==> src/rtl/perceptron_mac_pkg.sv <==
// Shared types and defaults for the perceptron MAC stage.
// Saturation helpers are used only when PERCEPTRON_MAC_SAT_EN is defined.
package perceptron_pkg;

  localparam int unsigned DATA_W_DEF = 6;
  localparam int unsigned ACC_W_DEF  = 14;
  localparam int unsigned NUM_IN_DEF = 2;

  typedef enum logic [1:0] {
    IDLE,
    ACCUM,
    DONE
  } state_e;

  function automatic longint signed sat_max(input int unsigned w);
    return (longint'(1) <<< (w - 1)) - longint'(1);
  endfunction

  function automatic longint signed sat_min(input int unsigned w);
    return -(longint'(1) <<< (w - 1));
  endfunction

endpackage

==> src/rtl/perceptron_mac_if.sv <==
// Handshake bundle between the perceptron MAC, its feeder and the threshold stage.
// The ovf flag is present only when PERCEPTRON_MAC_SAT_EN is defined.
interface perceptron_mac_if
  import perceptron_pkg::*;
#(
  parameter int unsigned DATA_W = DATA_W_DEF,
  parameter int unsigned ACC_W  = ACC_W_DEF
);
  logic                     start;
  logic signed [DATA_W-1:0] bias;
  logic                     in_valid;
  logic                     in_ready;
  logic signed [DATA_W-1:0] x_in;
  logic signed [DATA_W-1:0] w_in;
  logic signed [ACC_W-1:0]  sum_out;
  logic                     sum_valid;
  logic                     sum_ready;
  logic                     busy;
`ifdef PERCEPTRON_MAC_SAT_EN
  logic                     ovf;

  modport master (
    output start, bias, in_valid, x_in, w_in, sum_ready,
    input  in_ready, sum_out, sum_valid, busy, ovf
  );
  modport slave (
    input  start, bias, in_valid, x_in, w_in, sum_ready,
    output in_ready, sum_out, sum_valid, busy, ovf
  );
`else
  modport master (
    output start, bias, in_valid, x_in, w_in, sum_ready,
    input  in_ready, sum_out, sum_valid, busy
  );
  modport slave (
    input  start, bias, in_valid, x_in, w_in, sum_ready,
    output in_ready, sum_out, sum_valid, busy
  );
`endif
endinterface

==> src/rtl/perceptron_mac_product.sv <==
// Combinational signed DATA_W x DATA_W multiply, sign-extended to ACC_W.
module mac_product
  import perceptron_pkg::*;
#(
  parameter int unsigned DATA_W = DATA_W_DEF,
  parameter int unsigned ACC_W  = ACC_W_DEF
) (
  input  logic signed [DATA_W-1:0] a_i,
  input  logic signed [DATA_W-1:0] b_i,
  output logic signed [ACC_W-1:0]  p_o
);
  logic signed [2*DATA_W-1:0] p_full;

  assign p_full = a_i * b_i;
  assign p_o    = ACC_W'(p_full);
endmodule

==> src/rtl/perceptron_mac.sv <==
// Sequential multiply-accumulate: bias + sum of NUM_IN x*w products over valid/ready.
// Define PERCEPTRON_MAC_SAT_EN for saturating adds and the sticky ovf flag.
module perceptron_mac
  import perceptron_pkg::*;
#(
  parameter int unsigned DATA_W = DATA_W_DEF,
  parameter int unsigned ACC_W  = ACC_W_DEF,
  parameter int unsigned NUM_IN = NUM_IN_DEF
) (
  input logic             clk,
  input logic             rst,
  perceptron_mac_if.slave bus
);
  localparam int unsigned CNT_W = $clog2(NUM_IN + 1);

  if (ACC_W < 2 * DATA_W) begin : g_bad_acc_w
    $error("perceptron_mac: ACC_W must be >= 2*DATA_W");
  end
  if (NUM_IN < 1) begin : g_bad_num_in
    $error("perceptron_mac: NUM_IN must be >= 1");
  end

  state_e                   state_q, state_d;
  logic signed [ACC_W-1:0]  acc_q, acc_d;
  logic signed [ACC_W-1:0]  sum_q, sum_d;
  logic [CNT_W-1:0]         cnt_q, cnt_d;
  logic signed [ACC_W-1:0]  prod;
  logic signed [ACC_W-1:0]  acc_add;
  logic [ACC_W:0]           acc_wide;
  logic                     beat;

  mac_product #(
    .DATA_W(DATA_W),
    .ACC_W (ACC_W)
  ) u_mac_product (
    .a_i(bus.x_in),
    .b_i(bus.w_in),
    .p_o(prod)
  );

  // One guard bit: the top two bits disagree exactly when the signed add overflows.
  assign acc_wide = {acc_q[ACC_W-1], acc_q} + {prod[ACC_W-1], prod};

`ifdef PERCEPTRON_MAC_SAT_EN
  localparam logic signed [ACC_W-1:0] ACC_MAX = ACC_W'(sat_max(ACC_W));
  localparam logic signed [ACC_W-1:0] ACC_MIN = ACC_W'(sat_min(ACC_W));

  logic ovf_q, ovf_d;
  logic sat_hit;

  assign sat_hit = acc_wide[ACC_W] ^ acc_wide[ACC_W-1];
  assign acc_add = !sat_hit ? acc_wide[ACC_W-1:0]
                 : (acc_wide[ACC_W] ? ACC_MIN : ACC_MAX);
  assign bus.ovf = ovf_q;
`else
  assign acc_add = acc_wide[ACC_W-1:0];
`endif

  assign beat = (state_q == ACCUM) && bus.in_valid;

  always_comb begin
    state_d = state_q;
    acc_d   = acc_q;
    cnt_d   = cnt_q;
    sum_d   = sum_q;
`ifdef PERCEPTRON_MAC_SAT_EN
    ovf_d   = ovf_q;
`endif
    unique case (state_q)
      IDLE: begin
        if (bus.start) begin
          acc_d   = ACC_W'(bus.bias);
          cnt_d   = '0;
`ifdef PERCEPTRON_MAC_SAT_EN
          ovf_d   = 1'b0;
`endif
          state_d = ACCUM;
        end
      end
      ACCUM: begin
        if (beat) begin
          acc_d = acc_add;
          cnt_d = cnt_q + CNT_W'(1);
`ifdef PERCEPTRON_MAC_SAT_EN
          ovf_d = ovf_q | sat_hit;
`endif
          // Result register loads with the final beat so sum_out is ready on DONE entry.
          if (cnt_q == CNT_W'(NUM_IN - 1)) begin
            sum_d   = acc_add;
            state_d = DONE;
          end
        end
      end
      DONE: begin
        if (bus.sum_ready) state_d = IDLE;
      end
      default: state_d = IDLE;
    endcase
  end

  always_ff @(posedge clk) begin
    if (rst) begin
      state_q <= IDLE;
      acc_q   <= '0;
      cnt_q   <= '0;
      sum_q   <= '0;
`ifdef PERCEPTRON_MAC_SAT_EN
      ovf_q   <= 1'b0;
`endif
    end else begin
      state_q <= state_d;
      acc_q   <= acc_d;
      cnt_q   <= cnt_d;
      sum_q   <= sum_d;
`ifdef PERCEPTRON_MAC_SAT_EN
      ovf_q   <= ovf_d;
`endif
    end
  end

  assign bus.in_ready  = (state_q == ACCUM);
  assign bus.sum_valid = (state_q == DONE);
  assign bus.busy      = (state_q != IDLE);
  assign bus.sum_out   = sum_q;
endmodule

==> src/flat_wrapper.sv <==
// flat-port wrapper written by rule: the top's interface ports become plain ports
module perceptron_mac_flat import perceptron_pkg::*;
#(
  parameter int unsigned DATA_W = DATA_W_DEF,
  parameter int unsigned ACC_W  = ACC_W_DEF,
  parameter int unsigned NUM_IN = NUM_IN_DEF
)
  (clk, rst, bus_start, bus_bias, bus_in_valid, bus_x_in, bus_w_in, bus_sum_ready, bus_in_ready, bus_sum_out, bus_sum_valid, bus_busy);
  perceptron_mac_if #(.DATA_W(DATA_W), .ACC_W(ACC_W)) bus_i ();
  input logic clk;
  input logic rst;
  input wire logic [$bits(bus_i.start)-1:0] bus_start;
  input wire logic [$bits(bus_i.bias)-1:0] bus_bias;
  input wire logic [$bits(bus_i.in_valid)-1:0] bus_in_valid;
  input wire logic [$bits(bus_i.x_in)-1:0] bus_x_in;
  input wire logic [$bits(bus_i.w_in)-1:0] bus_w_in;
  input wire logic [$bits(bus_i.sum_ready)-1:0] bus_sum_ready;
  output wire logic [$bits(bus_i.in_ready)-1:0] bus_in_ready;
  output wire logic [$bits(bus_i.sum_out)-1:0] bus_sum_out;
  output wire logic [$bits(bus_i.sum_valid)-1:0] bus_sum_valid;
  output wire logic [$bits(bus_i.busy)-1:0] bus_busy;
  assign bus_i.start = bus_start;
  assign bus_i.bias = bus_bias;
  assign bus_i.in_valid = bus_in_valid;
  assign bus_i.x_in = bus_x_in;
  assign bus_i.w_in = bus_w_in;
  assign bus_i.sum_ready = bus_sum_ready;
  assign bus_in_ready = bus_i.in_ready;
  assign bus_sum_out = bus_i.sum_out;
  assign bus_sum_valid = bus_i.sum_valid;
  assign bus_busy = bus_i.busy;
  perceptron_mac #(.DATA_W(DATA_W), .ACC_W(ACC_W), .NUM_IN(NUM_IN)) u_core (.clk(clk), .rst(rst), .bus(bus_i));
endmodule
==> config.mk <==
export PLATFORM = sky130hd
export DESIGN_NAME = perceptron_mac_flat
export DESIGN_NICKNAME = d
export VERILOG_FILES = /design/src/rtl/perceptron_mac_pkg.sv /design/src/rtl/perceptron_mac_if.sv /design/src/rtl/perceptron_mac_product.sv /design/src/rtl/perceptron_mac.sv /design/src/flat_wrapper.sv
export SDC_FILE = /design/constraint.sdc
export NUM_CORES = 1
export LEC_CHECK = 0
export BUFFER_PORTS_ARGS = -buffer_cell sky130_fd_sc_hd__buf_2
export CAP_MARGIN = 0
export CORE_ASPECT_RATIO = 2
export CORE_UTILIZATION = 54
export CTS_CLUSTER_SIZE = 24
export DETAILED_ROUTE_END_ITERATION = 10
export HOLD_SLACK_MARGIN = 0.1
export PLACE_DENSITY = 0.78
export SLEW_MARGIN = 30
export SYNTH_ARGS = -nofsm -noshare
export SYNTH_HDL_FRONTEND = slang
export SYNTH_SLANG_ARGS = --single-unit
==> constraint.sdc <==
create_clock -name clk -period 3.7 [get_ports clk]
set_input_delay 0 -clock clk [delete_from_list [all_inputs] [get_ports clk]]
set_output_delay 0 -clock clk [all_outputs]
set_load 0.1 [all_outputs]
Yosys cells after proc, flatten, opt, wreduce, memory -nomap -nowiden
Cells that the tools add are included.
Operators by class
  $add $sub $neg: 2
  multipliers: 1
  equal/unequal tests: 7
  multiplexer cells: 11
  reduce and logical (&&, ||, !) cells: 7
Operators by type and width (number)
  $mux 14: 2
  $pmux 14 s2: 1
  $add 14x12->14: 1
  $mul 6x6->12: 1
  $mux 2: 6
  $pmux 2 s3: 1
  $reduce_and 3->1: 2
  $eq 2x1->1 const B: 2
  $ne 2x1->1 const B: 2
  $ne 2x2->1 const B: 2
  $pmux 2 s2: 1
  $reduce_and 4->1: 1
  $reduce_bool 2->1: 2
  $add 2x1->2 const B: 1
  $eq 2x2->1 const B: 1
  $logic_not 2->1: 1
  $logic_and 1x1->1: 1
Word-level totals
  bits in registers: 32
  bits of input ports: 23

Longest topological paths before layout
Gate-level depths: netlist (run 1).
  word-level depth: 4
  mapped depth: 18
  gate-level depth less buffers: 17

Cells and area by module
Synthesis (run 1) repeated with hierarchy kept, for this count alone.
Second synthesis, totals
  cells, all modules: 411
  area total of the unflattened synthesis: 3458.3 um^2
Modules (own cells, without submodules)
  perceptron_mac: instances 1, cells each 263, area an instance 2102.0 um^2, seq. area each 640.6 um^2
  mac_product: instances 1, cells each 148, area an instance 1356.3 um^2, seq. area each 0.0 um^2

Worst setup path after synthesis (run 1)
Ideal clock, no wire load.
  path kind: input-to-reg
  start point: in bus_x_in[5]
  end point: reg u_core.sum_q[13], in the netlist u_core.bus.sum_out[13]
  arrival: 3.809 ns
  path slack: -0.195 ns
  stages on the path: 14
  path buffers: 1
  cell sequence: and2_1 > fa_1 > inv_1 > fa_1 > fa_1 > fa_1 > inv_1 > ha_1 > clkbuf_1 > or3_1 > o211ai_1 > o31ai_1 > xnor2_1 > a211oi_1
On the way
  cells in the longest elaborated chain, start to end: 2
Ends and longest elaborated chain
  start: declaration: RTL line flat_wrapper.sv:15  | input wire logic [$bits(bus_i.x_in)-1:0] bus_x_in;
  $mul 6x6->12: RTL line perceptron_mac_product.sv:14  | assign p_full = a_i * b_i;
  $add 14x12->14: RTL line perceptron_mac.sv:42  | assign acc_wide = {acc_q[ACC_W-1], acc_q} + {prod[ACC_W-1], prod};
  end signal: assignment: RTL line perceptron_mac.sv:114  | sum_q <= sum_d;
  end: declaration: RTL line perceptron_mac.sv:25  | logic signed [ACC_W-1:0] sum_q, sum_d;
Every way passes these cells.
A chain may end at the register's enable or synchronous reset.

Worst setup path in the final report (run 1)
  start point: in bus_w_in[2]
  end point: reg u_core.acc_q[10]
On the way
  cells in the longest elaborated chain, start to end: 4
Ends and longest elaborated chain
  start: declaration: RTL line flat_wrapper.sv:16  | input wire logic [$bits(bus_i.w_in)-1:0] bus_w_in;
  $mul 6x6->12: RTL line perceptron_mac_product.sv:14
  $add 14x12->14: RTL line perceptron_mac.sv:42
  $mux 14: RTL line perceptron_mac.sv:81  | if (beat) begin
  $pmux 14 s2: RTL line perceptron_mac.sv:69  | unique case (state_q)
  end signal: assignment: RTL line perceptron_mac.sv:104  | acc_q <= '0;
  end signal: assignment: RTL line perceptron_mac.sv:112  | acc_q <= acc_d;
  end: declaration: RTL line perceptron_mac.sv:24  | logic signed [ACC_W-1:0] acc_q, acc_d;
Every way passes these cells. The select of a mux whose other input is x is not followed.

==> summary.md, run 1 <==
| Metric | Value |
|---|---|
| Outcome | `finished with violations` |
| Failing checks | `design-rule violations` |
| Vias | `roughly 3000` |
| Worst min path class | `primary input to flop` |
| Startpoint types | `primary input` |
| Number of I/O port buffers | `39` |
| DR vias/cell | `5.64` |
| Clock edge transition at the registers on the reported setup and hold paths | `50 ps` |
| Number of synthesized register bits | `32` |
| Avg Cell Area, Syn | `8.51 um^2` |
| Die Y | `112 um` |
| Synth warnings | `0` |
| Initial antenna violation count | `0` |
| Post-Synthesis Cells | `just under 400` |
| Synth Flop Type | `dfxtp_1` |
| P&R area growth vs syn | `32.6%` |
| Reg2Reg Setup Slack | `200 ps` |
| Crit path launch | `bus_w_in[2]` |
| Grt total ovfl | `0` |
| Seq/Total Area, Yosys | `19.5%` |
| Fraction of registers with async set/reset | `0%` |
| Leak pwr | `2.15 nW` |
| Post-DP HPWL | `6090 um` |
| Crit path kind | `primary input to flop` |
| Antenna Nets Post-Route | `0` |
| Number of global-route vias before repair | `3153` |
| Placer Congestion | `roughly 0.88` |
| First-pass GRT wire length | `about 14000 um` |
| Setup skew after layout | `6.86 ps` |
| DRC | `4` |
| Std-Cell Rows | `39` |
| Count of cell types in the netlist | `45` |
| Final core utilization | `roughly three quarters` |
| Tmin final | `between 3000 and 4000 ps` |
| WL/cell | `16.5 um` |
| Initial DRC count | `153` |
| Nets@finish | `567` |
| FF-to-FF End | `u_core.acc_q[10]$_SDFFE_PP0P_` |
| Relative slew slack | `a little over half` |
| Worst-skew pair later-pin latency | `280 ps` |
| Die Wd | `57.2 um` |
| RSZ-0062 raised after global routing | `yes` |
| Initial Utilization | `56.7%` |
| Global-route total usage across every layer | `27.9%` |
| Clock Tree Buf Depth | `2` |
| Worst vdd ir | `0.569 mV` |
| Max Clk Rate | `273 MHz` |
| Mapped Nets | `483` |
| CTS sink count | `32` |
| Num CTS Buffers | `5` |
| FF-to-FF Start | `u_core.acc_q[5]$_SDFFE_PP0P_` |
| Initial DRT Pass Iterations | `9` |
| WP data required | `3870 ps` |
| Post-synth EDFFs | `0` |
| Largest net degree at the start of global routing | `29` |
| Depth of the worst register-to-register path | `15` |
| Worst slew pin tran | `683 ps` |
| CTS root buf | `clkbuf_16` |
| Max FO, Critical Path | `5` |
| Final setup violating endpoints | `0` |
| CTS tree | `done` |
| Max Cap Viol | `0` |
| CP arrival | `3830 ps` |
| PD cells | `840 mW/mm^2` |
| Core ar. | `0.00581 mm^2` |
| Area of the die | `0.00643 mm^2` |
| Final wirelength | `around 8800 um` |
| Tot Pwr | `3.67 mW` |
| Post-Syn Area | `0.00329 mm^2` |
| Io pins | `40` |
| Tcrit/Tclk final | `~99%` |
| CTS H-tree lvls | `2` |
| Critical Path End | `u_core.acc_q[10]$_SDFFE_PP0P_` |
| Hold Violations, Final | `0` |
| Crit end category | `flop` |
| Diodes inserted | `0` |
| Slew Limit Fails | `0` |
| Layout cells sized above 1 | `30.7%` |
## critical path: stages
cell,delay [ps]
buf_2,140
buf_4,130
nand2_1,60
fa_1,530
inv_1,50
ha_1,290
ha_1,270
inv_1,50
fa_1,530
inv_1,100
fa_2,430
a211o_1,320
a21oi_1,170
buf_4,170
o21ai_2,60
a21oi_2,180
xnor2_2,110
o221a_1,230
## through the flow
step	setup TNS, ps	instances	hold slack [ps]	setup WS (ps)	instance area, um^2
after floorplan	0	387	162	0.104	3370
after global placement	-3230	511	261	-341	3830
after detailed placement	-3930	511	273	-407	3830
after CTS	-0.315	528	143	-0.315	4170
after global routing	-636	533	179	-125	4370
final	0	533	139	33.4	4370
## per-layer routing
layer / GRT usage [%] / routed length [um] / up-vias
met5: 0 / 0 / -
met4: 11.7 / 386 / 0
met3: 2.07 / 306 / 32
met2: 53.7 / 4950 / 106
met1: 29.8 / 3160 / 1466
li1: - / - / 1404
## placed cells by master, fill, tap and decap left out, drive strengths merged, types with 3 or more instances in the layout
master	instances
a21o	3
a311oi	4
nor2	21
nor3	4
ha	34
o221a	3
and3	3
a211oi	4
a21oi	25
fa	39
nand2	46
o21ai	9
dlygate4sd3	8
clkbuf	6
nand3	3
nand4	4
dfxtp	32
o211ai	3
and2	15
inv	82
buf	80
xor2	3
xnor2	10
o21bai	4
nand2b	4
## registers in the layout, summed over array words and instances (netlist names)
register,flops
u_core.acc_q,14
u_core.bus.sum_out,14
u_core.cnt_q,2
u_core.state_q,2
## worst min path at each step
stage	cells after the start	start	slack, ps	endpoint
finish	4	bus_in_valid	140	u_core.cnt_q[1]$_SDFFE_PP0P_
global route	4	bus_in_valid	180	u_core.cnt_q[0]$_SDFFE_PP0P_
detailed placement	3	bus_bias[0]	270	u_core.acc_q[0]$_SDFFE_PP0P_
CTS	4	bus_in_valid	140	u_core.cnt_q[0]$_SDFFE_PP0P_
floorplan	2	bus_bias[0]	160	u_core.acc_q[0]$_SDFFE_PP0P_
global placement	3	bus_sum_ready	260	u_core.state_q[1]$_SDFFE_PP0P_
## logic make-up after synthesis
family / share of synthesized area (%)
flops: 19.5
xor+xnor: 3.46
fa+ha+maj: 36.6
buf+inv: 11.0
simple gates: 15.4
compound gates: 13.4
mux: 0.646
## power by group
group,switching [mW],internal (mW),total [mW]
sequential,0.0300,0.387,0.417
clock,0.152,0.316,0.469
combinational,1.47,1.31,2.78
total,1.66,2.01,3.67
## synth_stat cells (4+ instances only)
master,count,area (um^2)
o21ai_0,6,30.0
a311oi_1,4,35.0
inv_1,81,304
a21oi_1,23,115
xnor2_1,10,87.6
nor2_1,21,78.8
nand2b_1,4,25.0
fa_1,39,781
dfxtp_1,32,641
nor3_1,4,20.0
o21bai_1,4,30.0
and2_1,15,93.8
a211oi_1,4,30.0
clkbuf_1,6,22.5
nand2_1,46,173
ha_1,34,425
nand4_1,4,25.0
## what timing repair did
| item | in CTS | in global routing |
|---|---|---|
| hold endpoints to repair | 7 | 0 |
| endpoints found under the setup margin | 10 | 14 |
| resized for setup | 16 | 40 |
| gates cloned | 0 | 0 |
| hold buffers | 8 | 0 |
| pin swaps | 23 | 42 |
| buffers inserted | 2 | 5 |
## layout make-up
cell class,count,area [um^2]
multi-input combinational,262,2560
fill,396,1440
sequential,32,641
timing repair buffer,88,613
inverter,82,313
clock buffer,6,129
tap,61,76.3
clock inverter,2,35.0
(Power assumes the default switching activity.)
==> run 2: changes to the inputs <==
--- a/config.mk
+++ b/config.mk
@@ -16,4 +16,5 @@
 export SLEW_MARGIN = 30
 export SYNTH_ARGS = -nofsm -noshare
 export SYNTH_HDL_FRONTEND = slang
+export SYNTH_HIERARCHICAL = 1
 export SYNTH_SLANG_ARGS = --single-unit
==> run 2 against run 1 <==
  * Largest cell class unchanged
  * Clock power shrank 14%
  * Power increased by 22%
  * The flow finishes with violations (negative setup slack)
  * Via count grew 18%
  * Critical endpoint is now u_core/acc_q[12]$_SDFFE_PP0P_
  * Fmax down 22%
  * First-iteration DRC count increased by 17%
  * Design area grew 9.8%
==> summary.md, run 2 <==
| Metric | Value |
|---|---|
| Std-Cell Rows | `40 (was 39)` |
| Synth Flop Type | `dfxtp_1 (unchanged)` |
| Crit end category | `flop (unchanged)` |
| Initial DRT Pass Iterations | `5 (was 9)` |
| Num CTS Buffers | `5 (unchanged)` |
| Max Cap Viol | `0 (unchanged)` |
| Number of global-route vias before repair | `3673 (was 3153)` |
| Area occupied by multi-input gates | `0.00288 mm^2 (was 0.00256 mm^2)` |
| WP data required | `3920 ps (was 3870 ps)` |
| Beginning of the worst hold path | `bus_bias[1] (was bus_in_valid)` |
| Startpoint types | `primary input (unchanged)` |
| Fill count | `415 (was 396)` |
| Clock edge transition at the registers on the reported setup and hold paths | `50 ps (about the same)` |
| FF-to-FF Start | `u_core/state_q[0]$_SDFFE_PP0P_ (was u_core.acc_q[5]$_SDFFE_PP0P_)` |
| Crit path kind | `primary input to flop (unchanged)` |
| Layout cells sized above 1 | `34.0% (was 30.7%)` |
| Worst min path class | `primary input to flop (unchanged)` |
| Worst vdd ir | `1.09 mV (was 0.569 mV)` |
| Relative slew slack | `50.1% (was 54.3%)` |
| Fraction of registers with async set/reset | `0% (unchanged)` |
| Sequential share of power | `9.6% (was 11.4%)` |
| P&R area growth vs syn | `38.6% (was 32.6%)` |
| Area fraction in and, or, nand and nor cells after synthesis | `22.1% (was 15.4%)` |
| Tot Pwr | `4.49 mW (was 3.67 mW)` |
| CTS sink count | `32 (unchanged)` |
| Worst slew pin tran | `740 ps (was 683 ps)` |
| Hold Violations, Final | `0 (unchanged)` |
| Most frequent cells in the layout | `buf_4 (63), inv_1 (35), nand2_1 (34) (was inv_1 (65), nand2_1 (44), buf_4 (40))` |
| DP Area | `0.00422 mm^2 (was 0.00383 mm^2)` |
| Final setup violating endpoints | `16 (was 0)` |
| Post-Synthesis Cells | `411 (was 387)` |
| Io pins | `40 (unchanged)` |
| XOR/XNOR Fraction of Synth Area | `4.05% (was 3.46%)` |
| Nets@finish | `604 (was 567)` |
| Initial DRC count | `179 (was 153)` |
| Initial antenna violation count | `0 (unchanged)` |
| Combinational share of power | `81.4% (was 75.9%)` |
| RSZ-0062 raised after global routing | `yes (unchanged)` |
| Die Wd | `58.6 um (was 57.2 um)` |
| Antenna Nets Post-Route | `0 (unchanged)` |
| Ranking of synthesized cells by area | `dfxtp_1 (19%), fa_1 (16%), ha_1 (13%), nand2_1 (4.2%), inv_1 (4.1%) (was fa_1 (24%), dfxtp_1 (19%), ha_1 (13%), inv_1 (9.2%), nand2_1 (5.2%))` |
| Dominant cell type by area after synthesis | `dfxtp_1 (was fa_1)` |
| Largest net degree at the start of global routing | `24 (was 29)` |
| Count of cell types in the netlist | `60 (was 45)` |
| Pre-CTS WS | `-1210 ps (was -407 ps)` |
| DR vias/cell | `5.88 (was 5.64)` |
| Largest family of logic cells by synthesized area | `adder cells (unchanged)` |
| Setup skew after layout | `5.83 ps (was 6.86 ps)` |
| Mapped Nets | `496 (was 483)` |
| Most frequent cell after synthesis | `nand2_1 (was inv_1)` |
| Setup total negative slack | `-10640 ps (was 0 ps)` |
| Tcrit/Tclk final | `127% (was 99.1%)` |
| Leak pwr | `2.25 nW (was 2.15 nW)` |
| Placer Congestion | `0.873 (was 0.881)` |
| Top cell type's share of synthesized area | `18.5% (was 23.7%)` |
| Design Area, Final | `0.00479 mm^2 (was 0.00437 mm^2)` |
| Slew Limit Fails | `0 (unchanged)` |
| Most common cell after layout, fill and taps aside | `buf_4 (was inv_1)` |
| Max Clk Rate | `214 MHz (was 273 MHz)` |
| Avg Cell Area, Syn | `8.41 um^2 (was 8.51 um^2)` |
| Synth warnings | `6 (was 0)` |
| Mux cell area share after synthesis | `0.326% (was 0.646%)` |
| Depth of the worst register-to-register path | `5 (was 15)` |
| Commonest cells post-synth | `nand2_1 (39), inv_1 (38), ha_1 (35), dfxtp_1 (32), fa_1 (27) (was inv_1 (81), nand2_1 (46), fa_1 (39), ha_1 (34), dfxtp_1 (32))` |
| Global-route total usage across every layer | `30.7% (was 27.9%)` |
| Tmin final | `4680 ps (was 3670 ps)` |
| Post-Syn Area | `0.00346 mm^2 (was 0.00329 mm^2)` |
| Max FO, Critical Path | `4 (was 5)` |
| Die Y | `115 um (was 112 um)` |
| CTS H-tree lvls | `2 (unchanged)` |
| DRC | `0 (was 4)` |
| Post-synthesis compound-gate area fraction | `20.2% (was 13.4%)` |
| Worst-skew pair later-pin latency | `280 ps (about the same)` |
| Final worst slack | `-982 ps (was 33.4 ps)` |
| Reg2Reg Setup Slack | `1120 ps (was 200 ps)` |
| First-pass GRT wire length | `15800 um (was 13900 um)` |
| CTS root buf | `clkbuf_16 (unchanged)` |
| Clk pwr share | `9.0% (was 12.8%)` |
| Clock Tree Buf Depth | `2 (unchanged)` |
| Grt total ovfl | `0 (unchanged)` |
| Failing checks | `negative setup slack (was design-rule violations)` |
| Diodes inserted | `0 (unchanged)` |
| Number of I/O port buffers | `39 (unchanged)` |
| Area of the die | `0.00675 mm^2 (was 0.00643 mm^2)` |
| Pint | `2.48 mW (was 2.01 mW)` |
| Post-Synth Adder-Cell Area | `28.3% (was 36.6%)` |
| WL/cell | `17.4 um (was 16.5 um)` |
| Initial Utilization | `56.6% (was 56.7%)` |
| CTS tree | `done (unchanged)` |
| Hold path depth | `3 (was 4)` |
| Register area | `641 um^2 (unchanged)` |
| PD cells | `936 mW/mm^2 (was 840 mW/mm^2)` |
| WHS Endpoint | `u_core/acc_q[1]$_SDFFE_PP0P_ (was u_core.cnt_q[1]$_SDFFE_PP0P_)` |
| CP arrival | `4900 ps (was 3830 ps)` |
| Sw frac | `44.8% (was 45.1%)` |
| Post-synth EDFFs | `0 (unchanged)` |
| Post-DP HPWL | `7360 um (was 6090 um)` |
| Final wirelength | `10500 um (was 8800 um)` |
| Seq/Total Area, Yosys | `18.5% (was 19.5%)` |
| Outcome | `finished with violations (unchanged)` |
| Vias | `3551 (was 3008)` |
| Core ar. | `0.00611 mm^2 (was 0.00581 mm^2)` |
| FF-to-FF End | `u_core/bus.sum_out[12]$_SDFFE_PP0P_ (was u_core.acc_q[10]$_SDFFE_PP0P_)` |
| Switching pwr | `2.01 mW (was 1.66 mW)` |
| Number of synthesized register bits | `32 (unchanged)` |
run 2: kinds of logic after synthesis:
logic type / Yosys count
and+or+nand+nor: 150
AOI/OAI and AO/OA: 95
adders and majority gates: 62
buffers and inverters: 55
DFF: 32
xor gates and xnor gates: 16
muxes: 1
run 2: power groups by stage:
stage / clock, mW / combinational [mW] / sequential (mW)
5_1_grt: 0.421 / 3.91 / 0.435
6_report: 0.402 / 3.65 / 0.432
2_1_floorplan: 0 / 1.83 / 0.456
3_5_place_dp: 0 / 2.84 / 0.432
3_3_place_gp: 0 / 2.74 / 0.432
4_1_cts: 0.408 / 3.29 / 0.428
run 2: through the flow:
step	utilization (%)	cells	hold slack [ps]
floorplan	-	411	162
detailed placement	69.1	578	284
CTS	76.0	599	126
finish	78.5	604	116
global route	78.5	604	142
global placement	69.1	578	267
run 2: what timing repair did:
action                                  in CTS  in global routing
hold buffers                                 7                  0
endpoints found under the hold margin        6                  0
resized for setup                           42                 25
endpoints found under the setup margin      16                 17
setup buffers                                6                  5
pin swaps                                   29                 36
run 2: layout make-up:
class | instances | area share [%]
clock buffers | 5 | 2.61
clock inverters | 3 | 0.392
inverters | 40 | 3.13
multi-input cells | 324 | 60.1
flip-flops and latches | 32 | 13.4
well taps | 84 | 2.19
repair buffers | 116 | 18.2
run 2: critical path, stage by stage:
cell and delay [ps]:
buf_6 100, nand2_4 60, fa_1 500, fa_1 560, inv_2 40, fa_1 480, fa_1 600, ha_1 240
a21o_1 180, a221o_1 370, nor2_2 130, xnor2_1 80, ha_1 350, a21o_1 180, a21oi_1 160, o21ai_1 90
a21o_1 190, buf_6 120, or3_1 360, nand3_1 90
run 2: metal layers:
layer	routed length, um	share of wire (%)	global-route usage [%]
met5	0	0	0
met4	604	5.8	20.5
met3	448	4.3	3.37
met2	6000	57	59.1
met1	3450	33	29.0
run 2: worst max-delay path by stage:
stage / start / to / slack, ps / cells past startpoint
2_1_floorplan: bus_x_in[0] / u_core/acc_q[11]$_SDFFE_PP0P_ / -870 / 20
3_3_place_gp: bus_x_in[5] / u_core/bus.sum_out[11]$_SDFFE_PP0P_ / -1130 / 18
3_5_place_dp: bus_w_in[4] / u_core/bus.sum_out[12]$_SDFFE_PP0P_ / -1210 / 19
4_1_cts: bus_x_in[0] / u_core/acc_q[12]$_SDFFE_PP0P_ / -850 / 20
5_1_grt: bus_w_in[1] / u_core/acc_q[12]$_SDFFE_PP0P_ / -1140 / 20
6_report: bus_w_in[1] / u_core/acc_q[12]$_SDFFE_PP0P_ / -980 / 20
